[src/rtl/memory_access_if.sv]
// memory_access_if: data-memory bus between the load/store stage and the memory.
//   Request channel : mem_o_req_valid / mem_i_req_ready with mem_o_addr,
//                     mem_o_wen, mem_o_wdata, mem_o_wstrb
//   Response channel: mem_i_resp_valid / mem_o_resp_ready with mem_i_rdata
//   master modport  : the load/store stage (memory_access)
//   slave modport   : the memory / bus fabric
interface memory_access_if;
    logic        mem_o_req_valid;
    logic        mem_i_req_ready;
    logic [31:0] mem_o_addr;
    logic        mem_o_wen;
    logic [31:0] mem_o_wdata;
    logic [3:0]  mem_o_wstrb;
    logic        mem_i_resp_valid;
    logic [31:0] mem_i_rdata;
    logic        mem_o_resp_ready;

    modport master (
        output mem_o_req_valid, mem_o_addr, mem_o_wen, mem_o_wdata, mem_o_wstrb,
               mem_o_resp_ready,
        input  mem_i_req_ready, mem_i_resp_valid, mem_i_rdata
    );

    modport slave (
        input  mem_o_req_valid, mem_o_addr, mem_o_wen, mem_o_wdata, mem_o_wstrb,
               mem_o_resp_ready,
        output mem_i_req_ready, mem_i_resp_valid, mem_i_rdata
    );
endinterface

[src/rtl/memory_access.sv]
// memory_access: multi-cycle load/store stage between execute and write-back.
// Takes one instruction from execute, runs a valid/ready request + response
// on the data-memory bus, aligns/extends load data and emits a one-cycle
// commit pulse with the load result (valM) and an abort flag (err).
//
// Ports:
//   clk, rst              clock (rising edge), async active-high reset
//   execute_i_valid       instruction valid from execute (held until accepted)
//   memory_o_ready        stage idle, accepts execute_i_valid this cycle
//   execute_i_valE        effective address / ALU result
//   decode_i_valB         store data
//   decode_i_mem_ren/wen  load / store
//   decode_i_mem_size     00 byte, 01 half, 1x word
//   decode_i_mem_unsigned zero-extend loads
//   mem                   data-memory bus (memory_access_if.master)
//   memory_o_valM         aligned/extended load data (0 for stores/ALU ops)
//   memory_o_commit       one-cycle pulse when the instruction finishes
//   memory_o_err          qualifies commit: timeout or misalign abort
//
// Parameter TIMEOUT_CYCLES (1..65535): cycles allowed in REQ+RESP before abort.
// Optional macro MEM_ACCESS_MISALIGN_CHECK_EN: reject misaligned half/word
// accesses at capture without touching the bus.
//
// state | meaning
// IDLE  | waiting for execute_i_valid
// REQ   | bus request outstanding
// RESP  | request accepted, waiting for response
// DONE  | commit pulse
module memory_access #(
    parameter int unsigned TIMEOUT_CYCLES = 255
) (
    input  logic                   clk,
    input  logic                   rst,
    input  logic                   execute_i_valid,
    output logic                   memory_o_ready,
    input  logic [31:0]            execute_i_valE,
    input  logic [31:0]            decode_i_valB,
    input  logic                   decode_i_mem_ren,
    input  logic                   decode_i_mem_wen,
    input  logic [1:0]             decode_i_mem_size,
    input  logic                   decode_i_mem_unsigned,
    memory_access_if.master        mem,
    output logic [31:0]            memory_o_valM,
    output logic                   memory_o_commit,
    output logic                   memory_o_err
);

    typedef enum logic [1:0] {IDLE, REQ, RESP, DONE} state_t;

    localparam logic [15:0] CNT_LAST = 16'(TIMEOUT_CYCLES - 32'd1);

    state_t      state, state_nxt;
    logic        abort;
    logic [15:0] cnt;
    logic [31:0] addr_q, wdata_q, valm_q;
    logic [3:0]  wstrb_q;
    logic        wen_q, ren_q, uns_q, err_q;
    logic [1:0]  size_q, offs_q;

    logic        capture, is_mem, misalign;
    logic [31:0] st_wdata, ld_data, ld_shift_b, ld_shift_h;
    logic [3:0]  st_wstrb;

    assign capture = (state == IDLE) && execute_i_valid;
    assign is_mem  = decode_i_mem_ren | decode_i_mem_wen;

`ifdef MEM_ACCESS_MISALIGN_CHECK_EN
    assign misalign = is_mem &&
                      (((decode_i_mem_size == 2'b01) && execute_i_valE[0]) ||
                       (decode_i_mem_size[1] && (execute_i_valE[1:0] != 2'b00)));
`else
    assign misalign = 1'b0;
`endif

    always_ff @(posedge clk or posedge rst) begin
        if (rst) state <= IDLE;
        else     state <= state_nxt;
    end

    // A handshake completing in the last allowed cycle wins over the timeout.
    always_comb begin
        state_nxt = state;
        abort     = 1'b0;
        case (state)
            IDLE: if (execute_i_valid) state_nxt = (is_mem && !misalign) ? REQ : DONE;
            REQ: begin
                if (mem.mem_i_req_ready) state_nxt = RESP;
                else if (cnt == CNT_LAST) begin
                    state_nxt = DONE;
                    abort     = 1'b1;
                end
            end
            RESP: begin
                if (mem.mem_i_resp_valid) state_nxt = DONE;
                else if (cnt == CNT_LAST) begin
                    state_nxt = DONE;
                    abort     = 1'b1;
                end
            end
            DONE:    state_nxt = IDLE;
            default: state_nxt = IDLE;
        endcase
    end

    always_comb begin
        st_wdata = decode_i_valB;
        st_wstrb = 4'b1111;
        case (decode_i_mem_size)
            2'b00: begin
                st_wdata = {4{decode_i_valB[7:0]}};
                st_wstrb = 4'b0001 << execute_i_valE[1:0];
            end
            2'b01: begin
                st_wdata = {2{decode_i_valB[15:0]}};
                st_wstrb = 4'b0011 << {execute_i_valE[1], 1'b0};
            end
            default: ;
        endcase
    end

    assign ld_shift_b = mem.mem_i_rdata >> {offs_q, 3'b000};
    assign ld_shift_h = mem.mem_i_rdata >> {offs_q[1], 4'b0000};

    always_comb begin
        case (size_q)
            2'b00:   ld_data = {{24{~uns_q & ld_shift_b[7]}}, ld_shift_b[7:0]};
            2'b01:   ld_data = {{16{~uns_q & ld_shift_h[15]}}, ld_shift_h[15:0]};
            default: ld_data = mem.mem_i_rdata;
        endcase
    end

    always_ff @(posedge clk or posedge rst) begin
        if (rst) begin
            cnt     <= '0;
            addr_q  <= '0;
            wdata_q <= '0;
            wstrb_q <= '0;
            wen_q   <= 1'b0;
            ren_q   <= 1'b0;
            uns_q   <= 1'b0;
            size_q  <= '0;
            offs_q  <= '0;
            valm_q  <= '0;
            err_q   <= 1'b0;
        end else if (capture) begin
            cnt     <= '0;
            addr_q  <= {execute_i_valE[31:2], 2'b00};
            wdata_q <= st_wdata;
            wstrb_q <= decode_i_mem_wen ? st_wstrb : 4'b0000;
            wen_q   <= decode_i_mem_wen;
            ren_q   <= decode_i_mem_ren;
            uns_q   <= decode_i_mem_unsigned;
            size_q  <= decode_i_mem_size;
            offs_q  <= execute_i_valE[1:0];
            valm_q  <= '0;
            err_q   <= misalign;
        end else if ((state == REQ) || (state == RESP)) begin
            cnt <= cnt + 16'd1;
            if ((state == RESP) && mem.mem_i_resp_valid) begin
                valm_q <= ren_q ? ld_data : 32'd0;
            end else if (abort) begin
                valm_q <= '0;
                err_q  <= 1'b1;
            end
        end
    end

    assign memory_o_ready       = (state == IDLE);
    assign memory_o_commit      = (state == DONE);
    assign memory_o_valM        = valm_q;
    assign memory_o_err         = err_q;
    assign mem.mem_o_req_valid  = (state == REQ);
    assign mem.mem_o_resp_ready = (state == RESP);
    assign mem.mem_o_addr       = addr_q;
    assign mem.mem_o_wen        = wen_q;
    assign mem.mem_o_wdata      = wdata_q;
    assign mem.mem_o_wstrb      = wstrb_q;

endmodule

[src/flat_wrapper.sv]
// flat-port wrapper written by rule: the top's interface ports become plain ports
module memory_access_flat 
#(
    parameter int unsigned TIMEOUT_CYCLES = 255
)
  (clk, rst, execute_i_valid, memory_o_ready, execute_i_valE, decode_i_valB, decode_i_mem_ren, decode_i_mem_wen, decode_i_mem_size, decode_i_mem_unsigned, memory_o_valM, memory_o_commit, memory_o_err, mem_mem_o_req_valid, mem_mem_o_addr, mem_mem_o_wen, mem_mem_o_wdata, mem_mem_o_wstrb, mem_mem_o_resp_ready, mem_mem_i_req_ready, mem_mem_i_resp_valid, mem_mem_i_rdata);
  memory_access_if mem_i ();
  input  logic clk;
  input  logic rst;
  input  logic execute_i_valid;
  output logic memory_o_ready;
  input  logic [31:0] execute_i_valE;
  input  logic [31:0] decode_i_valB;
  input  logic decode_i_mem_ren;
  input  logic decode_i_mem_wen;
  input  logic [1:0] decode_i_mem_size;
  input  logic decode_i_mem_unsigned;
  output logic [31:0] memory_o_valM;
  output logic memory_o_commit;
  output logic memory_o_err;
  output wire logic [$bits(mem_i.mem_o_req_valid)-1:0] mem_mem_o_req_valid;
  output wire logic [$bits(mem_i.mem_o_addr)-1:0] mem_mem_o_addr;
  output wire logic [$bits(mem_i.mem_o_wen)-1:0] mem_mem_o_wen;
  output wire logic [$bits(mem_i.mem_o_wdata)-1:0] mem_mem_o_wdata;
  output wire logic [$bits(mem_i.mem_o_wstrb)-1:0] mem_mem_o_wstrb;
  output wire logic [$bits(mem_i.mem_o_resp_ready)-1:0] mem_mem_o_resp_ready;
  input wire logic [$bits(mem_i.mem_i_req_ready)-1:0] mem_mem_i_req_ready;
  input wire logic [$bits(mem_i.mem_i_resp_valid)-1:0] mem_mem_i_resp_valid;
  input wire logic [$bits(mem_i.mem_i_rdata)-1:0] mem_mem_i_rdata;
  assign mem_mem_o_req_valid = mem_i.mem_o_req_valid;
  assign mem_mem_o_addr = mem_i.mem_o_addr;
  assign mem_mem_o_wen = mem_i.mem_o_wen;
  assign mem_mem_o_wdata = mem_i.mem_o_wdata;
  assign mem_mem_o_wstrb = mem_i.mem_o_wstrb;
  assign mem_mem_o_resp_ready = mem_i.mem_o_resp_ready;
  assign mem_i.mem_i_req_ready = mem_mem_i_req_ready;
  assign mem_i.mem_i_resp_valid = mem_mem_i_resp_valid;
  assign mem_i.mem_i_rdata = mem_mem_i_rdata;
  memory_access #(.TIMEOUT_CYCLES(TIMEOUT_CYCLES)) u_core (.clk(clk), .rst(rst), .execute_i_valid(execute_i_valid), .memory_o_ready(memory_o_ready), .execute_i_valE(execute_i_valE), .decode_i_valB(decode_i_valB), .decode_i_mem_ren(decode_i_mem_ren), .decode_i_mem_wen(decode_i_mem_wen), .decode_i_mem_size(decode_i_mem_size), .decode_i_mem_unsigned(decode_i_mem_unsigned), .mem(mem_i), .memory_o_valM(memory_o_valM), .memory_o_commit(memory_o_commit), .memory_o_err(memory_o_err));
endmodule
[config.mk]
export PLATFORM = sky130hd
export DESIGN_NAME = memory_access_flat
export DESIGN_NICKNAME = d
export VERILOG_FILES = /design/src/rtl/memory_access_if.sv /design/src/rtl/memory_access.sv /design/src/flat_wrapper.sv
export SDC_FILE = /design/constraint.sdc
export NUM_CORES = 1
export LEC_CHECK = 0
export CAP_MARGIN = 10
export CORE_MARGIN = 4
export CORE_UTILIZATION = 40
export CTS_BUF_LIST = sky130_fd_sc_hd__clkbuf_8
export DETAILED_ROUTE_END_ITERATION = 10
export PLACE_DENSITY = 0.85
export SLEW_MARGIN = 40
export SYNTH_ARGS = -nofsm -noshare
export SYNTH_HDL_FRONTEND = slang
export SYNTH_SLANG_ARGS = --single-unit
[constraint.sdc]
create_clock -name clk -period 5.47 [get_ports clk]
set_input_delay 1.641 -clock clk [delete_from_list [all_inputs] [get_ports clk]]
set_output_delay 1.641 -clock clk [all_outputs]
set_load 0.005 [all_outputs]
After elaboration in Yosys (flattened, before gate mapping):

Cells that the tools add are included.

* bits in registers: 124
* input port bits: 106
* output and inout bits: 106
* logic and storage cells: 65

* add/subtract/negate cells: 1
* equality and inequality tests: 8
* shift operators: 4
* mux-type cells: 25
* bitwise operators: 4
* reduce and logical (&&, ||, !) cells: 11

Operators with widths (number)
* 2-to-1 mux 32 bit: 5
* case mux 32 bit (2 select lines): 2
* 2-to-1 mux 16 bit: 2
* right shift 32 x 5 -> 16 bit: 1
* right shift 32 x 5 -> 8 bit: 1
* adder 16 x 1 -> 16 bit, second input constant: 1
* == test 16 x 8 -> 1 bit, second input constant: 1
* 2-to-1 mux 2 bit: 5
* case mux 2 bit (4 select lines): 1
* case mux 4 bit (2 select lines): 1
* 2-to-1 mux 1 bit: 7
* == test 2 x 1 -> 1 bit, second input constant: 3
* zero test 2 bit: 3
* == test 2 bit, second input constant: 2
* 2-to-1 mux 4 bit: 1
* nonzero test 2 bit: 2
* << shifter 1 x 2 -> 4 bit, first input constant: 1
* << shifter 2 x 2 -> 4 bit, first input constant: 1
* AND reduction 3 bit: 1
* nonzero test 3 bit: 1
* bitwise AND 1 bit: 2
* logical AND 1 bit: 2
* inequality test 2 x 1 -> 1 bit, second input constant: 1
* inequality test 2 bit, second input constant: 1
* 5 further kinds: 5

Longest topological paths before layout:

* word-level depth: 8
* depth in mapped cells: 8
* depth with buffers taken out: 6

Least setup slack after synthesis:

No wires, ideal clock.

* path kind: input port to flip-flop
* from: in mem_mem_i_rdata[23]
* to: reg u_core.valm_q[16] (netlist: u_core.memory_o_valM[16])
* library setup time: 0.066 ns
* arrival: 2.846 ns
* slack: 2.558 ns
* cell stages on the path: 5
* path buffers: 1
* cells stage by stage: mux2i_1 -> or3_1 -> a2111oi_4 -> buf_2 -> a221o_1

* cells in the longest elaborated chain, start to end: 7

Ends and longest elaborated chain
* start: declaration: RTL line flat_wrapper.sv:29 `input wire logic [$bits(mem_i.mem_i_rdata)-1:0] mem_mem_i_rdata;`
* right shift 32 x 5 -> 8 bit: RTL line memory_access.sv:121 `assign ld_shift_b = mem.mem_i_rdata >> {offs_q, 3'b000};`
* bitwise AND 1 bit: RTL line memory_access.sv:126 `2'b00: ld_data = {{24{~uns_q & ld_shift_b[7]}}, ld_shift_b[7:0]};`
* case mux 32 bit (2 select lines): RTL line memory_access.sv:125 `case (size_q)`
* 2-to-1 mux 32 bit: RTL line memory_access.sv:160 `valm_q <= ren_q ? ld_data : 32'd0;`
* 2-to-1 mux 32 bit: RTL line memory_access.sv:159 `if ((state == RESP) && mem.mem_i_resp_valid) begin`
* 2-to-1 mux 32 bit: RTL line memory_access.sv:157 `end else if ((state == REQ) || (state == RESP)) begin`
* 2-to-1 mux 32 bit: RTL line memory_access.sv:145 `end else if (capture) begin`
* end signal: assignment: RTL line memory_access.sv:160
* end: declaration: RTL line memory_access.sv:55 `logic [31:0] addr_q, wdata_q, valm_q;`

No other way between the ends. The select of a mux whose other input is x is not followed.
A chain may end at the register's enable or synchronous reset.

Worst setup path after layout:

* from: reg u_core.state[0]
* to: out memory_o_ready

* cells in the longest elaborated chain, start to end: 1

Ends and longest elaborated chain
* start: declaration: RTL line memory_access.sv:52 `state_t state, state_nxt;`
* start signal: assignment: RTL line memory_access.sv:77 `else state <= state_nxt;`
* zero test 2 bit: RTL line memory_access.sv:168 `assign memory_o_ready = (state == IDLE);`
* end: declaration: RTL line flat_wrapper.sv:11 `output logic memory_o_ready;`

No other way between the ends.

==> impl_metrics.json <==
{
  "crit_required_ns": 3.83,
  "clk_path_buf_depth": 2,
  "nets": 890,
  "syn_inst": 577,
  "grt_start_max_net_pins": 96,
  "p_seq_share_pct": 37.6,
  "gr-total-overflow": 0,
  "fin_crit_sh_pct": 65.9,
  "grt_util_all_layers_pct": 21.1,
  "arrival_ns": 1.96,
  "async_reset_ff_share_pct": 100,
  "synth_edf_count": 0,
  "multi_input_area_mm2": 0.00245,
  "endpoint_kind": "primary output",
  "place_hpwl_mm": 12.1,
  "fp.coreArea_mm2": 0.0139,
  "cellPowerDensity_mw_per_mm2": 482,
  "n_antenna_cell": 0,
  "clk_latency_ns": 0.43,
  "antenna_found_initial": 0,
  "synth_seq_cells": 124,
  "routed_wirelength_mm": 17.0,
  "cp_max_fo": 8,
  "drive_gt1_share_pct": 6.59,
  "cts_buffers": 17,
  "cts_setup_buffers": 0,
  "initial_core_util_pct": 41.1,
  "grt_pass1_wl_mm": 27.1,
  "critPathKind": "reg2out",
  "portBuffers": 209,
  "yosysTopAreaCell": "dfrtp_1",
  "worstMarginPinSlew_ns": 0.668,
  "synthFlopType": "dfrtp_1",
  "min_period_ns": 3.60,
  "vdd_ir_drop_max_mv": 0.235,
  "pwr-share-clk_pct": 20.4,
  "slew-limit-headroom_pct": 55.5,
  "total_power_mw": 4.06,
  "wl_per_cell_um": 17.5,
  "ctsHtreeMaxLevel": 4,
  "hold_viol": 0,
  "dieHeight_um": 128,
  "path_cells": "inv_1 -> ha_1 -> clkdlybuf4s50_1",
  "drc": 0,
  "slowest_stage": "clkdlybuf4s50_1",
  "cts_hold_buf": 0,
  "rrSetupSlack_ns": 2.89,
  "setup_viol": 0,
  "max_cap_viol_count": 0,
  "slowest_delay_ns": 0.59,
  "grt_pass1_vias": 5188,
  "route.vias.total": 5114,
  "rsz0062_at_grt": "no",
  "hold_path_class": "reg2reg",
  "die_w_um": 128,
  "fillers": 1137,
  "ff_latch_area_mm2": 0.00310,
  "synthTopCellsByArea": "dfrtp_1, nand2_1, mux2i_1",
  "rows": 43,
  "setup_tns_ns": 0,
  "finalClockSkew_ns": 0.00874,
  "maxSlewViolCount": 0,
  "outcome": "complete, no violations",
  "max_freq_mhz": 278,
  "first_iter_violations": 536,
  "cts_resized": 0,
  "p_switching_mw": 1.37,
  "yosysWarnings": 0,
  "clock-sinks": 124,
  "synth_cell_types": 51,
  "dieArea_mm2": 0.0163,
  "firstDrtPassIters": 7,
  "fin_util_pct": 60.4,
  "p_leak_nw": 3.78,
  "critPathLaunchType": "flip-flop",
  "cts.clk_slew.worst_paths_ns": 0.07,
  "share_comb_of_total_power_pct": 41.9,
  "yosys.area.top_type_share_pct": 54.1,
  "internal_power_mw": 2.69,
  "ios": 212,
  "place_congestion": 0.871,
  "antenna_left": 0,
  "via_per_inst": 5.28,
  "ys_seq_area_share_pct": 54.1,
  "cts-root-buf": "clkbuf_8",
  "switching_share_pct": 33.7,
  "cts_tree": "built",
  "area_growth_syn_to_layout_pct": 46.9,
  "syn_area_mm2": 0.00573,
  "avgSynthCellArea_um2": 9.93
}
cells by family (layout without fill, tap and decap cells):
family / after synthesis / count (layout) / synth area share [%]
compound gates: 120 / 120 / 15.5
xor+xnor: 10 / 10 / 1.53
fa+ha+maj: 7 / 7 / 1.53
buf+inv: 48 / 259 / 3.62
flops: 124 / 124 / 54.1
mux: 33 / 33 / 5.94
other cells: 1 / 2 / 0.0654
simple gates: 234 / 234 / 17.7
worst max-delay path: cells and delay by family, from the launching register on:
| kind | cells | cell delay, ns |
|---|---|---|
| adders and majority gates | 1 | 0.38 |
| DFF | 1 | 0.43 |
| buffers and inverters | 2 | 0.72 |
layer usage:
metal | vias to the layer above | GRT usage, % | part of all wire, %
li1 | 2410 | - | -
met1 | 2444 | 26.0 | 41
met2 | 240 | 33.7 | 46
met3 | 20 | 9.50 | 11
met4 | 0 | 5.99 | 1.5
met5 | - | 0 | 0
path summary, 6_finish.rpt:
check                                          from                         to  cells after the start
min in group asynchronous                       rst  u_core.mem.mem_o_addr[14]                      2
max reg2reg                         u_core.state[0]   u_core.memory_o_valM[18]                      7
min reg2reg                u_core.mem.mem_o_addr[4]   u_core.mem.mem_o_addr[4]                      2
min                        u_core.mem.mem_o_addr[4]   u_core.mem.mem_o_addr[4]                      2
max in group asynchronous                       rst   u_core.memory_o_valM[23]                      3
max                                 u_core.state[0]             memory_o_ready                      3
stage by stage:
stage / hold WS, ns / setup WS (ns) / area (um^2) / instances
final: 0.475 / 1.87 / 8420 / 969
after detailed placement: 0.462 / 1.50 / 7980 / 936
after CTS: 0.479 / 1.85 / 8380 / 967
after global placement: 0.457 / 1.59 / 7970 / 936
after floorplan: 0.458 / 0.530 / 5740 / 578
after global routing: 0.497 / 1.73 / 8420 / 969
layout make-up:
type	count	share of cell area (%)
Clock buffer	17	2.78
Clock inverter	14	1.98
Inverter	11	0.550
Multi-Input combinational cell	406	29.2
Sequential cell	124	36.9
Tap cell	180	2.68
Timing Repair Buffer	217	26.0
sequential cells by signal (all words and copies together), names as in the netlist:
| name | flops |
|---|---|
| u_core.uns_q | 1 |
| u_core.offs_q | 2 |
| u_core.mem.mem_o_wen | 1 |
| u_core.mem.mem_o_wdata | 32 |
| u_core.size_q | 2 |
| u_core.mem.mem_o_addr | 30 |
| u_core.cnt | 16 |
| u_core.memory_o_err | 1 |
| u_core.state | 2 |
| u_core.memory_o_valM | 32 |
| u_core.ren_q | 1 |
| u_core.mem.mem_o_wstrb | 4 |
layout by cell type, fill, tap and decap left out, types with 4 or more instances in the layout:
cell type	instances
a21oi_1	18
a221o_1	16
a221oi_1	7
a222oi_1	8
a22o_1	8
buf_4	5
bufinv_16	4
clkbuf_8	17
clkdlybuf4s50_1	209
dfrtp_1	124
ha_1	7
inv_1	16
mux2_2	8
mux2i_1	25
nand2_1	164
nand3_1	4
nand4_1	6
nor2_1	24
o21ai_0	36
o2bb2ai_1	16
or3_1	5
xor2_1	7
Yosys cell counts (all sizes together) (2+ instances only):
| master | n |
|---|---|
| nor4b | 2 |
| nand3 | 5 |
| mux2i | 25 |
| a222oi | 8 |
| dfrtp | 124 |
| nor2b | 3 |
| xor2 | 7 |
| o2bb2ai | 16 |
| or3 | 5 |
| o21ai | 37 |
| a22o | 8 |
| a221o | 16 |
| xnor2 | 3 |
| inv | 10 |
| a221oi | 7 |
| nor3 | 2 |
| nor2 | 26 |
| nor3b | 2 |
| nand2b | 3 |
| ha | 7 |
| clkbuf | 27 |
| nand4 | 6 |
| a211oi | 3 |
| buf | 10 |
| a21oi | 18 |
| and3 | 2 |
| mux2 | 8 |
| or4 | 3 |
| and2 | 4 |
| and4 | 2 |
| nand2 | 165 |
power by group through the flow:
| stage | Combinational [mW] | Sequential [mW] | Clock [mW] |
|---|---|---|---|
| floorplan | 0.787 | 1.50 | 0 |
| global placement | 1.67 | 1.52 | 0 |
| detailed placement | 1.70 | 1.53 | 0 |
| CTS | 1.71 | 1.52 | 0.853 |
| global route | 1.87 | 1.57 | 0.897 |
| finish | 1.70 | 1.53 | 0.830 |
Note: power is estimated with default switching activity, not from simulation.
